## config.mk

```make
export PLATFORM = sky130hd
export DESIGN_NAME = rvcpu_tohost_monitor
export DESIGN_NICKNAME = d
export VERILOG_FILES = /design/src/rtl/rvcpu_pkg.sv /design/src/rtl/rvcpu_tohost_monitor.sv
export SDC_FILE = /design/constraint.sdc
export NUM_CORES = 1
export LEC_CHECK = 0
export ABC_AREA = 1
export CORE_MARGIN = 5
export CORE_UTILIZATION = 35
export CTS_CLUSTER_SIZE = 14
export DETAILED_ROUTE_END_ITERATION = 16
export MAX_ROUTING_LAYER = met4
export PLACE_DENSITY = 0.61
export SYNTH_ARGS = -nofsm -noshare
export SYNTH_HDL_FRONTEND = slang
export SYNTH_SLANG_ARGS = --single-unit
```

## constraint.sdc

```tcl
create_clock -name clk -period 3.1 [get_ports clk]
set_input_delay 0.465 -clock clk [delete_from_list [all_inputs] [get_ports clk]]
set_output_delay 0.465 -clock clk [all_outputs]
set_load 0.02 [all_outputs]
```

## src/rtl/rvcpu_pkg.sv

```systemverilog
// ============================================================================
// Module : rvcpu_pkg
// Brief  : Shared types and constants for the rvcpu end-of-test monitor.
// Rev    : 1.0  initial release
// ============================================================================
`default_nettype none

package rvcpu_pkg;

    typedef enum logic [1:0] {
        MON_RUN   = 2'd0,
        MON_DRAIN = 2'd1,
        MON_DONE  = 2'd2
    } mon_state_e;

    localparam logic [30:0] TOHOST_PASS_CODE = 31'd0;

endpackage

`default_nettype wire

```

## src/rtl/rvcpu_tohost_monitor.sv

```systemverilog
// ============================================================================
// Module : rvcpu_tohost_monitor
// Brief  : Detects riscv-tests end of test (TOHOST store or ECALL/EBREAK
//          retire), latches a sticky result word and raises halted after a
//          short pipeline drain. Optional watchdog: define RVCPU_WATCHDOG_EN.
// Rev    : 1.0  initial release
// ============================================================================
`default_nettype none

module rvcpu_tohost_monitor
    import rvcpu_pkg::*;
#(
    parameter logic [31:0] TOHOST_ADDR    = 32'h0000_1000,
    parameter int unsigned DRAIN_CYCLES   = 4,
    parameter int unsigned TIMEOUT_CYCLES = 100000
) (
    input  logic        clk,
    input  logic        rst,
    input  logic        mem_we,
    input  logic [31:0] mem_addr,
    input  logic [31:0] mem_wdata,
    input  logic [3:0]  mem_be,
    input  logic        retire_valid,
    input  logic        halt_req,
    input  logic [31:0] a0_value,
    output logic        halted,
    output logic        pass,
    output logic        timeout,
    output logic [30:0] fail_test,
    output logic [31:0] cycle_count,
    output logic [31:0] instret_count
);

    localparam logic [3:0] DRAIN_LAST = 4'(DRAIN_CYCLES);

    mon_state_e  state;
    mon_state_e  state_next;
    logic [3:0]  drain_cnt;
    logic        tohost_hit;
    logic        ecall_hit;
    logic        wdog_hit;
    logic        event_hit;
    logic        drain_done;
    logic [30:0] tohost_code;

    assign tohost_code = mem_wdata[31:1];
    assign tohost_hit  = mem_we && (mem_addr == TOHOST_ADDR) && (mem_be == 4'hF) && mem_wdata[0];
    assign ecall_hit   = retire_valid && halt_req;

`ifdef RVCPU_WATCHDOG_EN
    localparam logic [31:0] WDOG_LAST = 32'(TIMEOUT_CYCLES - 1);
    // A real termination in the same cycle takes priority over the watchdog.
    assign wdog_hit = (cycle_count == WDOG_LAST) && !tohost_hit && !ecall_hit;
`else
    assign wdog_hit = 1'b0;
`endif

    assign event_hit  = tohost_hit || ecall_hit || wdog_hit;
    assign drain_done = (drain_cnt == DRAIN_LAST);

    always_ff @(posedge clk) begin
        if (rst) begin
            state <= MON_RUN;
        end else begin
            state <= state_next;
        end
    end

    always_comb begin
        state_next = state;
        case (state)
            MON_RUN:   if (event_hit)  state_next = MON_DRAIN;
            MON_DRAIN: if (drain_done) state_next = MON_DONE;
            MON_DONE:  state_next = MON_DONE;
            default:   state_next = MON_RUN;
        endcase
    end

    always_ff @(posedge clk) begin
        if (rst) begin
            halted        <= 1'b0;
            pass          <= 1'b0;
            timeout       <= 1'b0;
            fail_test     <= '0;
            cycle_count   <= '0;
            instret_count <= '0;
            drain_cnt     <= '0;
        end else begin
            if (state == MON_RUN) begin
                // Counters include the termination cycle, then freeze.
                cycle_count   <= cycle_count + 32'd1;
                instret_count <= instret_count + 32'(retire_valid);
                if (tohost_hit) begin
                    pass      <= (tohost_code == TOHOST_PASS_CODE);
                    fail_test <= tohost_code;
                end else if (ecall_hit) begin
                    pass      <= (a0_value == 32'd0);
                    fail_test <= a0_value[31:1];
                end else if (wdog_hit) begin
                    timeout   <= 1'b1;
                    pass      <= 1'b0;
                    fail_test <= '0;
                end
            end
            if (state == MON_DRAIN) begin
                if (drain_done) begin
                    halted <= 1'b1;
                end else begin
                    drain_cnt <= drain_cnt + 4'd1;
                end
            end
        end
    end

endmodule

`default_nettype wire
```

* Word level (Yosys, flattened, before mapping)
Index checks and enable logic that the tools add are counted.
** Storage, ports and cells
- Output and inout bits :: 98
- Input port bits :: 105
- Bits in registers :: 103
- Word-level logic and storage cells :: 38
** Operators by class
- Reduce and logical (&&, ||, !) cells :: 13
- Eq/ne operators :: 7
- Bitwise operators :: 1
- Mux-type cells :: 7
- $add $sub $neg :: 3
** Operators with widths (count)
- 31-bit 2-to-1 mux :: 2
- 32-bit by 1-bit adder with 32-bit output :: 1
- 32-bit by 1-bit adder with 32-bit output (second input constant) :: 1
- 32-bit by 13-bit equality test with 1-bit output (second input constant) :: 1
- 32-bit zero test :: 1
- 31-bit zero test :: 1
- 2-bit AND reduction :: 4
- 2-bit case mux with 3 select lines :: 1
- 4-bit by 1-bit adder with 4-bit output (second input constant) :: 1
- 4-bit by 3-bit equality test with 1-bit output (second input constant) :: 1
- 4-bit equality test (second input constant) :: 1
- 1-bit logical AND :: 4
- 2-bit 2-to-1 mux :: 2
- 2-bit != test (second input constant) :: 2
- 2-bit by 1-bit equality test with 1-bit output (second input constant) :: 1
- 2-bit equality test (second input constant) :: 1
- 2-bit zero test :: 1
- 1-bit 2-to-1 mux :: 2
- 2-bit nonzero test :: 1
- 1-bit logical OR :: 1
- 1-bit NOT :: 1

* Depth between registers and ports, before layout
- Depth after elaboration :: 7
- Gate-level depth with buffers :: 13
- Mapped depth without buffers :: 12

* Worst setup path after synthesis
Ideal clock, no wire load.
- Path kind :: register to register
- Start :: register instret_count[0]
- End :: register instret_count[14]
- Library setup time :: 0.119 ns
- Slack :: 1.386 ns
- Cell stages (with the launch flop) :: 12
- Arrival :: 1.594 ns
- Clock period less this slack :: 1.714 ns
- Path buffers :: 0
- Required time :: 2.981 ns
- Cell sequence :: dfxtp_1 -> ha_1 -> ha_1 -> nand3_1 -> nor2_2 -> nand2_1 -> inv_1 -> nand2_1 -> inv_1 -> nand2_1 -> o21ai_0 -> a21oi_1
** On the way
- Longest elaborated chain between the ends :: 1
** RTL lines
- from (decl) :: line rvcpu_tohost_monitor.sv:31 : output logic [31:0] instret_count
- from (signal assigned) :: line rvcpu_tohost_monitor.sv:92 : instret_count <= instret_count + 32'(retire_valid);
- 32-bit by 1-bit adder with 32-bit output :: line rvcpu_tohost_monitor.sv:92
No other way between the ends.
A chain may end at the register's enable or synchronous reset.

* Final worst setup path
- Start :: register state[0]
- End :: register instret_count[24]
** On the way
- Longest elaborated chain between the ends :: 1
** RTL lines
- from (decl) :: line rvcpu_tohost_monitor.sv:36 : mon_state_e state;
- from (signal assigned) :: line rvcpu_tohost_monitor.sv:65 : state <= state_next;
- 2-bit zero test :: line rvcpu_tohost_monitor.sv:89 : if (state == MON_RUN) begin
No other way between the ends.

==> implementation parameters <==
Parameter                              Value

Status
  Result of the run    finished, final reports clean

Cells and area
  Register cell area after layout    slightly above 0.002 mm^2
  Final nets    1268
  Area occupied by multi-input gates    0.003182 mm^2
  Fraction of layout cells with a size suffix above 1    0.05340
  Most common cell after layout, fill and taps aside    nand2_1
  Number of inserted filler cells in the final layout    1775
  Final instance area    0.008423 mm^2
  # diodes    0
  Commonest cells after routing, fill and taps aside    265 x nand2_1, 201 x clkdlybuf4s50_1, 188 x nor2_1, 132 x inv_1, 103 x dfxtp_1
  Non-filler instance count after layout    1381
  Area added between synthesis and finish    42.48%

Floorplan
  Width of the die    approximately 140 um
  Starting utilization of the core area    0.3565
  Die Y    roughly 140 um
  Total Die Area    0.01959 mm^2
  Placeable core region    roughly 0.017 mm^2
  Placement row count    47
  Top Ports    203

CTS
  Clock tree from TritonCTS    yes
  Clk_lat worst skew    roughly 350 ps
  Cts hold-fix bufs    0
  Root buffer cell    clkbuf_16
  TritonCTS Sinks    103
  H-tree depth    3
  Post-CTS clock slew at the launch and capture registers of the worst setup and hold paths    ~70 ps
  Max Root-Sink Buffers    2
  Buffers inserted by post-CTS timing repair    0
  Number of buffers added by the clock tree synthesis step    9
  PostCTS Resize Cnt    0

Place
  Cell total after placement    1365
  Routability congestion estimate from global placement    0.9037
  Number of buffer cells added on primary ports    201
  Placed inst area    0.008104 mm^2
  Final HPWL DP    around 14 mm

Worst setup path
  Required time at the worst-slack endpoint    3340 ps
  Launching element of the worst setup path    state[0]$_SDFFE_PP0P_
  Type of the worst setup path    reg -> reg
  R2r setup slk    970 ps
  Critical path capture point type    flop
  Worst EP arrival    2360 ps
  Depth of the worst register-to-register path    8
  Max Fanout on Critical Path    12
  Worst R2R End    instret_count[24]$_SDFFE_PP0P_
  Startpoint type of the worst setup path    flop
  Crit Reg-Reg Startpoint    state[0]$_SDFFE_PP0P_

STA
  Count of final max-slew check failures    0
  Unrepaired setup endpoints after global routing    false
  Maximum clock frequency    469.8 MHz
  Worst max-slew margin expressed relative to the limit    0.5892
  Final Setup Violations    0
  Final critical-path required period    2129 ps
  Final hold violation count    0
  Share of the cycle needed by the critical path after routing    0.6867
  Worst clock skew    13.57 ps
  Setup total negative slack    0 ps
  Least-Margin Pin Slew    616.2 ps

Synth
  Complex-gate fraction of the synthesized area    0.08677
  Sequential fraction of the synthesis area    0.3488
  Number of enable flip-flop cells after synthesis    0
  Post-synthesis xor/xnor area fraction    0.01333
  Flops & latches, synth    103
  Mapped Avg Cell Area    ~6.1 um^2
  Ys flop type    dfxtp_1
  Adder-Cell Fraction of Synth Area    0.01481
  Synthesized instance count    964
  Net count after synthesis    1076
  Post-Syn Area    0.005912 mm^2
  Simple-gate share of the synthesized area    0.4222
  Dominant combinational cell family by area after synthesis    simple AND/OR/NAND/NOR gates
  Async SR Flop Fraction    0
  Portion of netlist area occupied by mux cells    0
  Count of warnings emitted by yosys    0
  Distinct cell type count of the synthesized netlist    38

Pwr
  Cell Pwr Density    around 380 mW/mm^2
  Static power due to leakage    3.386 nW
  Pwr Total    3.177 mW
  Max IR drop VDD    roughly 0.24 mV

Worst hold path
  Origin of the worst min-delay path    halted$_SDFFE_PP0P_
  Endpoint of the worst hold path    halted$_SDFFE_PP0P_
  Hold Path Cell Cnt    2
  Type of the worst min-delay path    reg -> reg

Drt
  Number of DRC violations after detailed routing    0
  Vias post-DR    6362
  Wire length reported by the detailed router    18.08 mm
  WL/cell    between 10 and 15 um
  Number of design-rule violations left by the first detailed-router iteration    246
  First drt pass iteration count    5
  Ratio of routed vias to standard cells    4.607
  Post-route ant nets    0

Global routing
  Maximum number of pins on one net before global-route repair    65
  Number of antenna violations at the first check in global routing    0
  Vias in the first global route    6067
  Overall track demand over capacity in global routing    0.1874
  GRT Residual Overflow    0
  First-pass GRT wire length    just under 30 mm

Run
  Number of max-capacitance violations reported    0
==> kinds of logic (layout without fill, tap and decap cells) <==
logic type,count (synthesis),after routing
buffers and inverters,166,363
other,1,1
and+or+nand+nor,581,581
DFF,103,103
adders and majority gates,7,7
xor gates and xnor gates,9,9
AOI/OAI and AO/OA,97,97
==> power breakdown <==
part / switching (mW) / total [mW] / internal [mW]
clock network: 0.517 / 1.21 / 0.694
registers: 0.0342 / 1.41 / 1.37
logic: 0.283 / 0.559 / 0.276
total: 0.834 / 3.18 / 2.34
==> synthesized netlist by cell type, types with 3 or more instances <==
cell type | number | area [um^2]
nand2_2 | 8 | 50.05
nor3_1 | 29 | 145.1
dfxtp_1 | 103 | 2062
nand2_1 | 265 | 994.7
xor2_1 | 7 | 61.31
ha_1 | 7 | 87.58
nand3_1 | 32 | 160.2
nor3_2 | 3 | 30.03
buf_2 | 9 | 45.04
nor2_1 | 189 | 709.4
o21ai_0 | 40 | 200.2
inv_2 | 6 | 22.52
nor2_4 | 5 | 56.30
nand4_1 | 29 | 181.4
a21oi_1 | 43 | 215.2
inv_1 | 132 | 495.5
a31oi_1 | 4 | 25.02
clkbuf_1 | 11 | 41.29
nor2_2 | 9 | 56.30
o21a_1 | 6 | 45.04
buf_6 | 4 | 45.04
==> through the flow <==
stage / hold WS, ps / util / setup WS [ps]
2_1_floorplan: 439.2 / - / 1386
3_3_place_gp: 448.2 / 0.4887 / 777.5
3_5_place_dp: 453.2 / 0.4887 / 725.4
4_1_cts: 463.3 / 0.5079 / 938.2
5_1_grt: 487.8 / 0.5079 / 740.7
6_report: 458.1 / 0.5079 / 971.3
==> sequential cells by signal, summed over array words and instances, names as in the netlist <==
signal	flops
halted	1
cycle_count	32
fail_test	31
drain_cnt	4
state	2
pass	1
instret_count	32
==> metal layers <==
metal / routed length [um] / vias to the layer above / GRT usage
li1: - / 3395 / -
met1: 7988 / 2709 / 0.2315
met2: 7768 / 232 / 0.2859
met3: 1948 / 26 / 0.06646
met4: 371 / 0 / 0.06272
met5: 0 / - / -
==> layout make-up <==
cell class	count	share of cell area
sequential	103	0.2448
clock inverter	4	0.006239
multi-input combinational	695	0.3777
clock buffer	12	0.03164
tap	220	0.03268
timing repair buffer	207	0.2442
inverter	140	0.06269
==> worst max path at each step <==
stage	cells past startpoint	endpoint	slack, ps
floorplan	11	instret_count[14]$_SDFFE_PP0P_	1390
global placement	12	instret_count[14]$_SDFFE_PP0P_	780
CTS	10	cycle_count[20]$_SDFFE_PP0P_	940
global route	10	instret_count[20]$_SDFFE_PP0P_	740
detailed placement	12	instret_count[14]$_SDFFE_PP0P_	730
finish	8	instret_count[24]$_SDFFE_PP0P_	970
==> worst max-delay path, cell delays in order (launching register included) <==
cell and delay, ps:
dfxtp_1 320, inv_1 60, ha_1 530, buf_4 260
nand4_1 90, nor2_1 330, nand2_1 170, nor3b_1 210
nor3_1 60
Power figures use the tool's default switching activity.
